`src/rtl/mem_access_unit.sv`:
```
// mem_access_unit: MEM-stage load/store initiator; sub-word stores are read-modify-write.
// Optional: define MISALIGN_TRAP_EN to fault misaligned half/word accesses.
module mem_access_unit #(
    parameter int ADDR_W = 13,
    parameter int DATA_W = 32
) (
    input  logic              clock,
    input  logic              reset,
    input  logic              req_valid,
    output logic              req_ready,
    input  logic [3:0]        req_op,
    input  logic [31:0]       base,
    input  logic [15:0]       offset,
    input  logic [DATA_W-1:0] store_data,
    output logic              resp_valid,
    output logic [DATA_W-1:0] resp_data,
    output logic              resp_exc,
    output logic              mem_read,
    output logic              mem_write,
    output logic [ADDR_W-1:0] mem_addr,
    output logic [DATA_W-1:0] mem_wdata,
    input  logic [DATA_W-1:0] mem_rdata
);

    localparam logic [3:0] OP_LB  = 4'b0000;
    localparam logic [3:0] OP_LH  = 4'b0001;
    localparam logic [3:0] OP_LW  = 4'b0010;
    localparam logic [3:0] OP_LBU = 4'b0100;
    localparam logic [3:0] OP_LHU = 4'b0101;
    localparam logic [3:0] OP_SB  = 4'b1000;
    localparam logic [3:0] OP_SH  = 4'b1001;
    localparam logic [3:0] OP_SW  = 4'b1010;

    typedef enum logic [1:0] {
        S_IDLE,
        S_RD,
        S_WR,
        S_DONE
    } state_t;

    state_t state_q, state_d;

    logic [3:0]        op_q;
    logic [ADDR_W+1:0] ea_q;
    logic [31:0]       wdata_q;
    logic [31:0]       res_q;
    logic              exc_q;

    logic [31:0] ea;
    logic        unused_ea;
    logic        in_legal;
    logic        in_sw;
    logic        in_misal;

    assign ea = base + {{16{offset[15]}}, offset};
    // Upper EA bits wrap within memory.
    assign unused_ea = ^ea[31:ADDR_W+2];

    always_comb begin
        in_legal = 1'b1;
        in_sw    = 1'b0;
        unique case (req_op)
            OP_LB, OP_LH, OP_LW,
            OP_LBU, OP_LHU,
            OP_SB, OP_SH: ;
            OP_SW:        in_sw = 1'b1;
            default:      in_legal = 1'b0;
        endcase
    end

`ifdef MISALIGN_TRAP_EN
    logic in_half;
    logic in_word;
    assign in_half = (req_op == OP_LH) ||
                     (req_op == OP_LHU) ||
                     (req_op == OP_SH);
    assign in_word = (req_op == OP_LW) ||
                     (req_op == OP_SW);
    assign in_misal = (in_half && ea[0]) ||
                      (in_word && (ea[1:0] != 2'b00));
`else
    assign in_misal = 1'b0;
`endif

    logic [1:0]  lane;
    logic [7:0]  rd_byte;
    logic [15:0] rd_half;
    logic [31:0] loaded;
    logic [31:0] merged;

    assign lane = ea_q[1:0];

    always_comb begin
        rd_byte = mem_rdata[{lane, 3'b000} +: 8];
        rd_half = ea_q[1] ? mem_rdata[31:16]
                          : mem_rdata[15:0];
        unique case (op_q)
            OP_LB:   loaded = {{24{rd_byte[7]}}, rd_byte};
            OP_LBU:  loaded = {24'h0, rd_byte};
            OP_LH:   loaded = {{16{rd_half[15]}}, rd_half};
            OP_LHU:  loaded = {16'h0, rd_half};
            default: loaded = mem_rdata;
        endcase
    end

    // Only the addressed byte/half is replaced; other lanes keep memory contents.
    always_comb begin
        merged = mem_rdata;
        if (op_q == OP_SB)
            merged[{lane, 3'b000} +: 8] = wdata_q[7:0];
        else
            merged[{ea_q[1], 4'b0000} +: 16] = wdata_q[15:0];
    end

    always_comb begin
        state_d = state_q;
        unique case (state_q)
            S_IDLE: begin
                if (req_valid) begin
                    if (!in_legal || in_misal)
                        state_d = S_DONE;
                    else if (in_sw)
                        state_d = S_WR;
                    else
                        state_d = S_RD;
                end
            end
            S_RD:   state_d = op_q[3] ? S_WR : S_DONE;
            S_WR:   state_d = S_DONE;
            S_DONE: state_d = S_IDLE;
        endcase
    end

    always_ff @(posedge clock) begin
        if (reset) begin
            state_q <= S_IDLE;
            op_q    <= 4'h0;
            ea_q    <= '0;
            wdata_q <= 32'h0;
            res_q   <= 32'h0;
            exc_q   <= 1'b0;
        end else begin
            state_q <= state_d;
            unique case (state_q)
                S_IDLE: begin
                    if (req_valid) begin
                        op_q    <= req_op;
                        ea_q    <= ea[ADDR_W+1:0];
                        wdata_q <= store_data;
                        res_q   <= 32'h0;
                        exc_q   <= !in_legal || in_misal;
                    end
                end
                S_RD: begin
                    if (op_q[3])
                        wdata_q <= merged;
                    else
                        res_q <= loaded;
                end
                default: ;
            endcase
        end
    end

    assign req_ready  = (state_q == S_IDLE);
    assign mem_read   = (state_q == S_RD);
    assign mem_write  = (state_q == S_WR);
    assign resp_valid = (state_q == S_DONE);

    assign mem_addr  = (mem_read || mem_write) ?
                       ea_q[ADDR_W+1:2] : '0;
    assign mem_wdata = mem_write ? wdata_q : '0;
    assign resp_data = resp_valid ? res_q : '0;
    assign resp_exc  = resp_valid && exc_q;

endmodule

```
`config.mk`:
```
export PLATFORM = sky130hd
export DESIGN_NAME = mem_access_unit
export DESIGN_NICKNAME = d
export VERILOG_FILES = /design/src/rtl/mem_access_unit.sv
export SDC_FILE = /design/constraint.sdc
export NUM_CORES = 1
export LEC_CHECK = 0
export ABC_CLOCK_PERIOD_IN_PS = 4000
export CORE_MARGIN = 5
export CORE_UTILIZATION = 35
export CTS_CLUSTER_SIZE = 25
export DETAILED_ROUTE_END_ITERATION = 10
export PLACE_DENSITY = 0.66
export SLEW_MARGIN = 0
export SYNTH_ARGS = -nofsm -noshare
export SYNTH_HDL_FRONTEND = slang
export SYNTH_SLANG_ARGS = --single-unit
```
`constraint.sdc`:
```
create_clock -name clock -period 4 [get_ports clock]
set_clock_uncertainty 0.1 [all_clocks]
set_input_delay 1.2 -clock clock [delete_from_list [all_inputs] [get_ports clock]]
set_output_delay 1.2 -clock clock [all_outputs]
set_load 0.05 [all_outputs]
```
==> results.toml <==
[outcome]
run_status = "finished clean"

[pwr]
internal-power_w = 0.002433
p_sw_w = 0.002013
powerDensity_mw_per_mm2 = 548.9
pwr-share-clk_pct = 17.6
switching_share_pct = 45.27
p_comb_share_pct = 51.1
p_seq_share_pct = 31.3
p_leak_nw = 2.996
vdd_drop_max_uv = 248.2

[synthesis]
synth.avg_cell_area_sq_um = 7.331
synthTopCellsByArea = "dfxtp_1 (29%), and2_1 (8.7%), a21oi_1 (6.7%), nand2_1 (6.3%), ha_1 (4.9%)"
synth_largest_area_cell = "dfxtp_1"
ys_seq_area_share_pct = 29.46
yosys.cell_types.count = 59
yosys_warnings = 0
synth_most_common_cell = "nand2_1"
synth_common_cells = "nand2_1 (98), dfxtp_1 (86), and2_1 (81), a21oi_1 (78), nor2_1 (71)"
synth_nets = 940
netlist_area_sq_mm = 0.005843
synth_top_area_share_pct = 29.46
ys_seq_elements = 86
synth_flop_cell = "dfxtp_1"
synthCells = 797
synth_edf_count = 0
synthArstFlopShare_pct = 0

[grt]
use_met1_pct = 24.48
use_met3_pct = 6.724
antenna_found_initial = 1
grt_pass1_vias = 5716
overflow = 0
grt_util_met2_pct = 33.55
grt_pass1_wl_microns = 31530
grt_max_degree = 41
track_usage_pct = 20.38
busiest_layer = "met2"

[sta]
maxSlewHeadroom_pct = 35.52
final-setup-viol-count = 0
worst_slew_pin_slew_ns = 0.9651
clock.fmax_ghz = 0.2714
fin_crit_sh_pct = 92.11
rsz0062_at_grt = "false"
timing.hold.ws_ns = 0.3418
final_max_slew_viol_count = 0
period_minus_slack_ns = 3.685
setup_tns_ns = 0
finalHoldViolCount = 0

[detailed_routing]
viasPerCell = 5.350
drtPass1Iterations = 6
first_iter_violations = 528
via_count = 6275
antenna_violating_nets_post_route = 0
wl_per_cell_microns = 17.51
drc = 0
routed_wirelength_microns = 20540

[clock_tree]
cts_sinks = 86
cts-resized-gates = 0
clockBufferDepth = 2
tritoncts = "done"
clk-insertion-delay-late_ns = 0.34
cts_hold_buf = 0
cts_htree_levels = 3
clk_pin_slew_worst_paths_ns = 0.06
cts-root-buf = "clkbuf_16"
post_cts_buffers = 0
cts_made_buffers = 9

[worst_hold_path]
holdPathEnd = "res_q[16]$_SDFFE_PP0P_"
min_path_type = "reg -> reg"
hold_start = "res_q[16]$_SDFFE_PP0P_"
whs_path_depth = 2

[floorplan]
die_width_microns = 139.2
placementRows = 47
die_y_microns = 139.2
coreArea_sq_mm = 0.01647
start_util_pct = 35.49
io_pins = 201
die_area_sq_mm = 0.01938

[placement]
dp_hpwl_microns = 15500
portBuffers = 182
routabilityCongestion = 0.8896

[setup_path]
cpMaxStageDelayCell = "clkdlybuf4s50_1"
crit_required_ns = 2.70
worstSetupPathType = "reg -> out"
worstPathCellList = "inv_1, ha_1, and2_1, clkdlybuf4s50_1"
slowest_delay_ns = 0.85
worstPathArrival_ns = 2.38
worst_r2r_startpoint = "ea_q[0]$_SDFFE_PP0P_"
start_kind = "flip-flop"
worstRegToRegCells = 7
timing.rr.end = "wdata_q[21]$_SDFFE_PP0P_"
ff2ff_setup_slack_ns = 1.21
crit_fanout = 14
endpoint_kind = "primary output"

[cells_and_area]
nets = 1092
final.fill_count = 1634
diodes = 0
drive_gt1_share_pct = 5.247
area_growth_pct = 38.63
multi_input_area_sq_mm = 0.003852
seqCellArea_sq_mm = 0.001722

[flow_run]
max-cap-violations = 0
==> registers in the layout (all words and copies together) (netlist names) <==
register,flops
res_q,32
wdata_q,32
ea_q,15
op_q,4
state_q,2
exc_q,1
==> per-stage QoR <==
| stage | total power, W | utilization, % | worst slack, ns | area [sq um] | cells |
|---|---|---|---|---|---|
| 2_1_floorplan | 0.002930 | - | 0.7486 | 5843 | 797 |
| 5_1_grt | 0.004755 | 49.19 | 0.1673 | 8100 | 1173 |
| 4_1_cts | 0.004462 | 49.19 | 0.2649 | 8100 | 1173 |
| 3_5_place_dp | 0.003674 | 47.56 | 0.1937 | 7831 | 1158 |
| 6_report | 0.004446 | 49.19 | 0.3154 | 8100 | 1173 |
| 3_3_place_gp | 0.003653 | 47.56 | 0.1971 | 7831 | 1158 |
==> critical path: cells and delay by family, from the launching register on <==
kind                       cells  cell delay [ns]
buffers and inverters          2             0.93
adders and majority gates      1             0.54
DFF                            1             0.38
and+or+nand+nor                1             0.19
==> cell type report <==
type | count | area share (%)
well taps | 220 | 3.398
clock inverters | 1 | 0.06179
inverters | 10 | 0.4634
multi-input cells | 643 | 47.56
repair buffers | 199 | 24.00
flip-flops and latches | 86 | 21.25
clock buffers | 14 | 3.259
==> cells in the final DEF, fill, tap and decap left out, types with 3 or more instances in the layout <==
cell and count:
a31oi_1 9, clkbuf_16 9, o211ai_1 4, mux2_2 10, nor2_1 71, and3_1 3, o221ai_1 8, a211o_1 3
a221oi_1 10, a211oi_1 19, ha_1 23, clkdlybuf4s50_1 181, mux2i_1 11, dfxtp_1 86, o21a_1 3, a21oi_1 78
nand2b_1 20, xor2_1 3, or3_1 12, a222oi_1 7, nand2_1 98, a21boi_0 7, inv_1 10, nor3_1 35
and2_1 81, nand3_1 20, a21o_1 6, nand3b_1 3, buf_4 17, clkbuf_1 3, or2_2 3, xnor2_1 4
nor4_1 8, o21ai_0 54
==> power groups by stage <==
stage | Sequential (W) | Combinational (W) | Clock [W]
5_1_grt | 0.00142 | 0.00250 | 0.000832
3_3_place_gp | 0.00140 | 0.00225 | 0
4_1_cts | 0.00139 | 0.00228 | 0.000798
3_5_place_dp | 0.00141 | 0.00227 | 0
2_1_floorplan | 0.00129 | 0.00164 | 0
6_report | 0.00139 | 0.00227 | 0.000781
==> worst max-delay path by stage <==
stage | start | to
floorplan | offset[0] | ea_q[12]$_SDFFE_PP0P_
global placement | offset[0] | ea_q[12]$_SDFFE_PP0P_
detailed placement | offset[0] | ea_q[12]$_SDFFE_PP0P_
CTS | state_q[0]$_SDFFE_PP0P_ | mem_addr[12]
global route | state_q[0]$_SDFFE_PP0P_ | mem_addr[12]
finish | state_q[0]$_SDFFE_PP0P_ | mem_addr[8]
==> metal layers <==
layer | share of wire (%) | routed length, microns
met5 | 0.092 | 19
met4 | 3.1 | 627
met3 | 8.6 | 1761
met2 | 47 | 9628
met1 | 41 | 8504
==> logic make-up (layout without fill, tap and decap cells) <==
logic type,Yosys count,after routing,share of synthesized area [%]
muxes,23,23,4.454
xor gates and xnor gates,7,7,1.049
adders and majority gates,24,24,5.268
and+or+nand+nor,368,368,31.46
buffers and inverters,68,224,4.604
AOI/OAI and AO/OA,221,221,23.70
DFF,86,86,29.46
Note: power is estimated with default switching activity, not from simulation.
